===== src/rtl/cic_pkg.sv =====
// Shared definitions for the CIC integrator/decimator.
// Holds accumulator width derivation, ratio clamp helper and the default
// accumulator type for the standard configuration.
package cic_pkg;

  localparam int CIC_DATA_WIDTH     = 16;
  localparam int CIC_NUM_STAGES     = 3;
  localparam int CIC_MAX_RATIO_LOG2 = 4;

  // Bit growth of an N-stage CIC is N*log2(R); this is the worst case.
  function automatic int cic_acc_width(input int data_width,
                                       input int num_stages,
                                       input int max_ratio_log2);
    return data_width + num_stages * max_ratio_log2;
  endfunction

  // Requests above the supported ratio saturate to the largest ratio.
  function automatic int cic_clamp_ratio(input int ratio_log2,
                                         input int max_ratio_log2);
    return (ratio_log2 > max_ratio_log2) ? max_ratio_log2 : ratio_log2;
  endfunction

  typedef logic [cic_acc_width(CIC_DATA_WIDTH, CIC_NUM_STAGES,
                               CIC_MAX_RATIO_LOG2)-1:0] acc_t;

endpackage


===== src/rtl/cic_integrator_stage.sv =====
// One wrap-around integrator register of the CIC cascade.
// Ports: clk/rst_n, step (accumulate enable), clr (synchronous clear),
//        din (addend), acc (registered running sum).
module cic_integrator_stage #(
  parameter int ACC_WIDTH = 28
) (
  input  logic                 clk,
  input  logic                 rst_n,
  input  logic                 step,
  input  logic                 clr,
  input  logic [ACC_WIDTH-1:0] din,
  output logic [ACC_WIDTH-1:0] acc
);

  // Modular add: overflow wraps on purpose, the comb section cancels it.
  always_ff @(posedge clk or negedge rst_n) begin
    if (!rst_n) begin
      acc <= '0;
    end else if (clr) begin
      acc <= '0;
    end else if (step) begin
      acc <= acc + din;
    end
  end

endmodule


===== src/rtl/cic_integrator_decim.sv =====
// CIC integrator cascade plus downsampler; keeps one result per 2^ratio samples.
// Ports: clk, rst_n, en, sync_clr, in_valid, in, ratio_log2 -> out, out_valid.
// Optional macro CIC_DECIM_ROUND_EN selects round-half-up instead of floor scaling.
module cic_integrator_decim
  import cic_pkg::*;
#(
  parameter int DATA_WIDTH     = 16,
  parameter int NUM_STAGES     = 3,
  parameter int MAX_RATIO_LOG2 = 4
) (
  input  logic                                  clk,
  input  logic                                  rst_n,
  input  logic                                  en,
  input  logic                                  sync_clr,
  input  logic                                  in_valid,
  input  logic [DATA_WIDTH-1:0]                 in,
  input  logic [$clog2(MAX_RATIO_LOG2+1)-1:0]   ratio_log2,
  output logic [DATA_WIDTH-1:0]                 out,
  output logic                                  out_valid
);

  localparam int ACC_WIDTH = cic_acc_width(DATA_WIDTH, NUM_STAGES, MAX_RATIO_LOG2);
  localparam int RW        = $clog2(MAX_RATIO_LOG2 + 1);
  localparam int SW        = $clog2(NUM_STAGES * MAX_RATIO_LOG2 + 1);
  localparam logic [MAX_RATIO_LOG2-1:0] CNT_ONE = 1;

  logic                      accept;
  logic                      clr;
  logic [ACC_WIDTH-1:0]      in_ext;
  logic [ACC_WIDTH-1:0]      acc      [NUM_STAGES];
  logic [ACC_WIDTH-1:0]      stage_din[NUM_STAGES];
  logic [MAX_RATIO_LOG2-1:0] cnt;
  logic [MAX_RATIO_LOG2-1:0] frame_mask;
  logic [RW-1:0]             ratio_q;
  logic [RW-1:0]             ratio_clamped;
  logic [RW-1:0]             ratio_eff;
  logic                      last;
  logic [SW-1:0]             shamt;
  logic [ACC_WIDTH-1:0]      acc_last_next;
  logic [ACC_WIDTH-1:0]      bias;
  logic signed [ACC_WIDTH-1:0] rounded;
  logic [DATA_WIDTH-1:0]     out_next;

  assign accept = en & ~sync_clr & in_valid;
  assign clr    = en & sync_clr;
  assign in_ext = {{(ACC_WIDTH-DATA_WIDTH){in[DATA_WIDTH-1]}}, in};

  // Each stage adds the pre-update value of its predecessor, so an input
  // needs NUM_STAGES accepted samples to reach the last stage.
  for (genvar g = 0; g < NUM_STAGES; g++) begin : g_stage
    if (g == 0) begin : g_first
      assign stage_din[g] = in_ext;
    end else begin : g_rest
      assign stage_din[g] = acc[g-1];
    end

    cic_integrator_stage #(.ACC_WIDTH(ACC_WIDTH)) u_stage (
      .clk  (clk),
      .rst_n(rst_n),
      .step (accept),
      .clr  (clr),
      .din  (stage_din[g]),
      .acc  (acc[g])
    );
  end

  // Value the last integrator will hold after this edge.
  assign acc_last_next = acc[NUM_STAGES-1] + stage_din[NUM_STAGES-1];

  // The ratio is sampled only on the first sample of a frame and applies
  // to that very sample, so R=1 emits on the sample that loads it.
  assign ratio_clamped = RW'(cic_clamp_ratio(int'(ratio_log2), MAX_RATIO_LOG2));
  assign ratio_eff     = (cnt == '0) ? ratio_clamped : ratio_q;

  always_comb begin
    frame_mask = '0;
    for (int i = 0; i < MAX_RATIO_LOG2; i++) begin
      frame_mask[i] = (i < int'(ratio_eff));
    end
  end

  assign last  = (cnt == frame_mask);
  assign shamt = SW'(NUM_STAGES * int'(ratio_eff));

`ifdef CIC_DECIM_ROUND_EN
  assign bias = (shamt == '0) ? '0 : (ACC_WIDTH'(1) << (shamt - SW'(1)));
`else
  assign bias = '0;
`endif

  assign rounded  = acc_last_next + bias;
  assign out_next = DATA_WIDTH'(rounded >>> shamt);

  always_ff @(posedge clk or negedge rst_n) begin
    if (!rst_n) begin
      cnt       <= '0;
      ratio_q   <= '0;
      out       <= '0;
      out_valid <= 1'b0;
    end else if (!en) begin
      out_valid <= 1'b0;
    end else if (sync_clr) begin
      cnt       <= '0;
      ratio_q   <= '0;
      out_valid <= 1'b0;
    end else begin
      out_valid <= in_valid & last;
      if (in_valid) begin
        if (cnt == '0) begin
          ratio_q <= ratio_eff;
        end
        cnt <= last ? '0 : cnt + CNT_ONE;
        if (last) begin
          out <= out_next;
        end
      end
    end
  end

endmodule

===== config.mk =====
export PLATFORM = sky130hd
export DESIGN_NAME = cic_integrator_decim
export DESIGN_NICKNAME = d
export VERILOG_FILES = /design/src/rtl/cic_pkg.sv /design/src/rtl/cic_integrator_stage.sv /design/src/rtl/cic_integrator_decim.sv
export SDC_FILE = /design/constraint.sdc
export NUM_CORES = 1
export LEC_CHECK = 0
export ABC_AREA = 1
export CAP_MARGIN = 30
export CELL_PAD_IN_SITES_DETAIL_PLACEMENT = 1
export CELL_PAD_IN_SITES_GLOBAL_PLACEMENT = 2
export CORE_MARGIN = 2
export CORE_UTILIZATION = 35
export CTS_CLUSTER_SIZE = 10
export DETAILED_ROUTE_END_ITERATION = 10
export HOLD_SLACK_MARGIN = 0.08
export PLACE_DENSITY_LB_ADDON = 0.1
export SYNTH_ARGS = -nofsm -noshare
export SYNTH_HDL_FRONTEND = slang
export SYNTH_HIERARCHICAL = 1
export SYNTH_SLANG_ARGS = --single-unit

===== constraint.sdc =====
create_clock -name clk -period 4.7 [get_ports clk]
set_input_delay 0.705 -clock clk [delete_from_list [all_inputs] [get_ports clk]]
set_output_delay 0.705 -clock clk [all_outputs]
set_load 0.02 [all_outputs]

==> results of run 1 <==
worst max-delay path, stage by stage (launching register included):
cell	delay, ns
dfrtp_1	0.41
inv_1	0.15
ha_1	0.22
nand3_4	0.14
nand2_1	0.13
nand2_4	0.21
ha_1	0.37
buf_4	0.29
clkinv_1	0.70
nand3_1	0.35
nand3_1	0.16
a21oi_1	0.24
o21ai_1	0.08
kinds of logic after synthesis:
kind of cell	Yosys count	synth area share [%]
AND/OR/NAND/NOR	1538	47.30
AO/OA/AOI/OAI	199	8.327
adder cells (fa/ha/maj)	118	11.06
XOR/XNOR	19	1.216
flip-flops	108	19.74
buffers and inverters	439	12.36
cells in the mapped netlist, types with 5 or more instances:
library cell	instances	area share [%]
nand4_1	12	0.55
nand3b_1	6	0.33
inv_2	14	0.38
and2_1	13	0.59
o211ai_1	7	0.38
fa_1	5	0.73
nand2_2	26	1.2
a22o_1	6	0.38
xor2_1	14	0.90
nor2_4	6	0.49
a21oi_1	83	3.0
and3_1	6	0.27
clkbuf_1	15	0.41
nor2_2	23	1.1
nor2_1	152	4.2
o21ai_0	33	1.2
ha_1	113	10
nand2_1	1041	29
nand3_1	227	8.3
inv_1	395	11
dfrtp_1	108	20
nand3_2	13	0.95
buf_2	8	0.29
o21ai_1	37	1.4
or2_2	5	0.23
xnor2_1	5	0.32
power breakdown:
group	switching, mW	total [mW]	internal (mW)
Sequential	0.163	1.21	1.05
Clock	0.422	0.781	0.360
Combinational	1.17	1.79	0.622
metrics by stage:
step | cells | hold slack [ns]
after global placement | 2964 | 0.4696
after detailed placement | 2964 | 0.4703
after floorplan | 2421 | 0.4094
after CTS | 2979 | 0.2585
after global routing | 2979 | 0.2715
final | 2979 | 0.2603
layer usage:
metal  vias to the layer above  track usage (%)  share of wire, %
met1                      7092            32.26                46
met4                         0            6.933               2.4
li1                       7581                -                 -
met3                        49            3.128               2.1
met5                         -                0                 0
met2                       149            47.48                50
state kept, by name (all words and copies together) (netlist names):
register             flops
ratio_q                  3
out_valid                1
out                     16
g_stage.u_stage/acc     84
cnt                      4
worst min-delay path by stage:
stage                                       to  slack (ns)  depth (start not counted)    from
floorplan                               cnt[0]        0.41                          0   rst_n
global placement                        out[9]        0.47                          2  out[9]
detailed placement                      out[0]        0.47                          2  out[0]
CTS                  g_stage[1].u_stage/acc[7]        0.26                          1   rst_n
global route         g_stage[1].u_stage/acc[7]        0.27                          1   rst_n
finish              g_stage[1].u_stage/acc[14]        0.26                          1   rst_n
final cells by class:
cell class	instances	area share [%]
clock inverter	5	0.2511
sequential	108	18.08
multi-input combinational	1874	62.17
inverter	411	10.32
tap	518	4.335
clock buffer	10	1.532
timing repair buffer	53	3.314
cells in the final DEF (no fill, tap or decap), types with 6 or more instances in the layout:
cell and instances:
a21oi_1 83, a22o_1 6, and2_1 13, and3_1 6, buf_4 14, clkbuf_16 9, clkdlybuf4s50_1 39, dfrtp_1 108
ha_1 113, inv_1 395, inv_2 14, nand2_1 1041, nand2_2 26, nand3_1 227, nand3_2 13, nand3b_1 6
nand4_1 12, nor2_1 152, nor2_2 23, nor2_4 6, o211ai_1 7, o21ai_0 33, o21ai_1 37, xor2_1 14
==> flow_summary.json, run 1 <==
{
  "required_ns": 4.99,
  "regArea_sq_mm": 0.002703,
  "cts.sinks": 108,
  "powerDensity_mw_per_mm2": 252.8,
  "ys.flop_type": "dfrtp_1",
  "fp.dieW_microns": 201.8,
  "rsz0062_at_grt": "false",
  "hold_path.class": "in2async",
  "startpoint": "cnt[0]",
  "dr.first_iter.drc_count": 598,
  "nets": 2599,
  "yosysSeqAreaShare_pct": 19.74,
  "fin_util_pct": 38.68,
  "cap_violations": 0,
  "dpl_worst_slack_ns": 0.7447,
  "grt_pass1_wl_microns": 83070,
  "place_area_sq_mm": 0.01468,
  "gp_congestion": 0.8870,
  "worstSetupEndpointType": "register",
  "yosysWarnings": 6,
  "path_clk_slew_ns": 0.09,
  "grt_max_degree": 44,
  "n_antenna_cell": 0,
  "crit_path_start_kind": "register",
  "synthDistinctLibCells": 47,
  "post_cts_buffers": 0,
  "slew-limit-headroom_pct": 47.56,
  "numCtsBuffers": 9,
  "ys_ff_latch": 108,
  "grt_usage_pct": 26.02,
  "grt_overflow": 0,
  "finalPower_mw": 3.779,
  "start_util_pct": 35.42,
  "root_buffer": "clkbuf_16",
  "cts_tree": "yes",
  "syn_avg_cell_area_sq_um": 5.654,
  "cts_buffer_depth": 2,
  "leakage_nw": 8.879,
  "synthCells": 2421,
  "multi_input_area_sq_mm": 0.009295,
  "timing.rr.end": "out[3]",
  "tns_ns": 0,
  "crit_fanout": 33,
  "setup_viol": 0,
  "fillers": 5383,
  "h-tree-depth": 3,
  "drc_errors": 0,
  "status": "complete, no violations",
  "routed_wirelength_microns": 51580,
  "fin_ws_ns": 1.122,
  "wl_per_cell_microns": 17.31,
  "cp.arrival_ns": 3.86,
  "syn_nets": 2563,
  "path_class": "reg2reg",
  "finClkSkew_ns": 0.01374,
  "netlist_area_sq_mm": 0.01369,
  "synth_edf_count": 0,
  "worst_skew_pair.late_latency_ns": 0.40,
  "drt_pass1_iterations": 5,
  "dp_hpwl_microns": 43480,
  "antenna_found_initial": 0,
  "peakVddDrop_mv": 0.1782,
  "drv_slew": 0,
  "r2r_start": "cnt[0]",
  "via_per_inst": 4.992,
  "endpoint": "out[3]",
  "fp-row-count": 72,
  "fin_area_sq_mm": 0.01495,
  "worst_pin_slew_ns": 0.7818,
  "core-area_sq_mm": 0.03865,
  "drive_above_1_share_pct": 5.120,
  "postCtsHoldBufs": 0,
  "ff2ff_setup_slack_ns": 1.12,
  "dieArea_sq_mm": 0.04071,
  "fin_crit_sh_pct": 76.14,
  "num_vias": 14871,
  "pin_count": 41,
  "reg2reg_depth": 12,
  "die_h_microns": 201.8,
  "port_buffers": 40,
  "final-hold-violation-count": 0,
  "post_cts_resized": 0,
  "final.min_clock_period_ns": 3.578,
  "async_reset_ff_share_pct": 100.0,
  "max_clock_freq_mhz": 279.5,
  "area_growth_pct": 9.213,
  "grt_pass1_vias": 15539,
  "antenna_left": 0
}
Power figures use the tool's default switching activity.
==> run 2, diff against run 1 <==
--- a/config.mk
+++ b/config.mk
@@ -10,7 +10,7 @@
 export CELL_PAD_IN_SITES_DETAIL_PLACEMENT = 1
 export CELL_PAD_IN_SITES_GLOBAL_PLACEMENT = 2
 export CORE_MARGIN = 2
-export CORE_UTILIZATION = 35
+export CORE_UTILIZATION = 30
 export CTS_CLUSTER_SIZE = 10
 export DETAILED_ROUTE_END_ITERATION = 10
 export HOLD_SLACK_MARGIN = 0.08
==> constraint.sdc (replaced) <==
create_clock -name clk -period 3.2 [get_ports clk]
set_input_delay 0.48 -clock clk [delete_from_list [all_inputs] [get_ports clk]]
set_output_delay 0.48 -clock clk [all_outputs]
set_load 0.02 [all_outputs]
==> flow_summary.json, run 2 (synthesis results as in run 1) <==
{
  "die_h_microns": 217.6,
  "peakVddDrop_mv": 0.2245,
  "power_frac_seq_pct": 30.5,
  "final-hold-violation-count": 0,
  "grt_max_degree": 47,
  "area_growth_pct": 11.88,
  "h-tree-depth": 3,
  "worstSetupEndpointType": "register",
  "mostFrequentLayoutCells": "nand2_1, inv_1, nand3_1, nor2_1, ha_1",
  "numCtsBuffers": 9,
  "largest_register": "g_stage.u_stage/acc",
  "cts_tree": "yes",
  "tns_ns": 0,
  "p_clk_share_pct": 21.3,
  "final.min_clock_period_ns": 2.821,
  "drc_errors": 0,
  "wl_per_cell_microns": 17.75,
  "grt_usage_pct": 23.90,
  "finClkSkew_ns": 0.02757,
  "dr.first_iter.drc_count": 631,
  "worst_pin_slew_ns": 0.7448,
  "cts_buffer_depth": 2,
  "drt_pass1_iterations": 4,
  "antenna_left": 0,
  "status": "complete, no violations",
  "crit_fanout": 15,
  "fp.dieW_microns": 217.6,
  "post_cts_buffers": 0,
  "antenna_found_initial": 0,
  "cts.sinks": 108,
  "worst_skew_pair.late_latency_ns": 0.42,
  "cap_violations": 0,
  "postCtsHoldBufs": 0,
  "path_clk_slew_ns": 0.09,
  "required_ns": 3.48,
  "fin_ws_ns": 0.3790,
  "nets": 2628,
  "dp.cells": 3075,
  "timing.rr.end": "out[7]",
  "path_class": "reg2reg",
  "dieArea_sq_mm": 0.04736,
  "drv_slew": 0,
  "dp_hpwl_microns": 46790,
  "grt_pass1_vias": 15436,
  "num_vias": 14824,
  "max_clock_freq_mhz": 354.5,
  "rsz0062_at_grt": "false",
  "core-area_sq_mm": 0.04519,
  "start_util_pct": 30.30,
  "hold_path.class": "in2async",
  "fp-row-count": 78,
  "final_common_cell": "nand2_1",
  "largest_register_ffs": 84,
  "drive_above_1_share_pct": 6.263,
  "crit_path_start_kind": "register",
  "grt_overflow": 0,
  "final_cells": 3091,
  "powerDensity_mw_per_mm2": 372.6,
  "reg_top3": "g_stage.u_stage/acc: 84 flops, out: 16 flops, cnt: 4 flops",
  "r2r_start": "cnt[0]",
  "reg2reg_depth": 17,
  "setup_viol": 0,
  "gp_congestion": 0.8812,
  "combPwrFrac_pct": 48.2,
  "n_antenna_cell": 0,
  "port_buffers": 40,
  "slew-limit-headroom_pct": 50.35,
  "p_int_mw": 3.046,
  "pin_count": 41,
  "cp.arrival_ns": 3.10,
  "ff2ff_setup_slack_ns": 0.38,
  "swShare_pct": 46.62,
  "fin_crit_sh_pct": 88.16,
  "grt_pass1_wl_microns": 86590,
  "fillers": 6135,
  "root_buffer": "clkbuf_16",
  "routed_wirelength_microns": 54860,
  "post_cts_resized": 0,
  "p_switching_mw": 2.661,
  "via_per_inst": 4.796,
  "dpl_worst_slack_ns": 0.2679,
  "leakage_nw": 9.050
}
## run 2: changes by cell type in the layout (fill, tap and decap cells not counted), sizes merged
cell	before	now
inv	410	411
buf	14	43
## run 2: worst max-delay path by stage
stage | start | to | slack (ns) | cells past startpoint
final | cnt[0] | out[7] | 0.38 | 17
after global routing | g_stage[1].u_stage/acc[2] | out[14] | 0.07 | 18
after CTS | cnt[0] | out[7] | 0.36 | 17
after detailed placement | ratio_log2[2] | out[6] | 0.27 | 15
after global placement | ratio_log2[2] | out[6] | 0.34 | 15
after floorplan | cnt[0] | out[14] | 0.13 | 18
## run 2: final cells by class
class	instances	area, sq um	share of cell area [%]
multi-input cells	1874	9295	60.69
flip-flops and latches	108	2703	17.65
inverters	411	1543	10.07
well taps	600	750.7	4.902
repair buffers	82	738.2	4.820
clock buffers	10	229.0	1.495
clock inverters	6	57.56	0.3758
## run 2: critical path, stage by stage (launching register included)
cell,delay [ns]
dfrtp_1,0.42
inv_1,0.15
ha_1,0.22
nand3_4,0.13
nor2_4,0.13
nand2_1,0.08
nand2_1,0.10
inv_1,0.08
ha_1,0.20
inv_1,0.10
nor2_1,0.07
xor2_1,0.16
nor2_2,0.13
nand2b_4,0.10
nor2_8,0.23
inv_2,0.18
nor2_1,0.14
a21boi_1,0.07
## run 2: stage by stage
step / util, % / instance area [sq um] / power (mW) / hold slack (ns)
floorplan: - / 13690 / 3.524 / 0.1844
global placement: 33.26 / 15030 / 4.509 / 0.4711
detailed placement: 33.26 / 15030 / 4.547 / 0.4746
CTS: 33.90 / 15320 / 5.804 / 0.1357
global route: 33.90 / 15320 / 6.189 / 0.1505
finish: 33.90 / 15320 / 5.707 / 0.1168
## run 2: layer usage
metal,vias up,routed length [microns],track usage [%],share of wire [%]
met5,-,0,0,0
met4,0,1035,5.411,1.9
met3,43,1387,2.845,2.5
met2,136,26310,42.14,48
met1,7001,26130,31.03,48
li1,7644,-,-,-
## run 2: power groups by stage
stage               logic [mW]  registers [mW]  clock network [mW]
global placement          2.73            1.78                   0
CTS                       2.78            1.75                1.27
finish                    2.75            1.74                1.21
global route              3.12            1.76                1.31
floorplan                 1.75            1.78                   0
detailed placement        2.77            1.78                   0
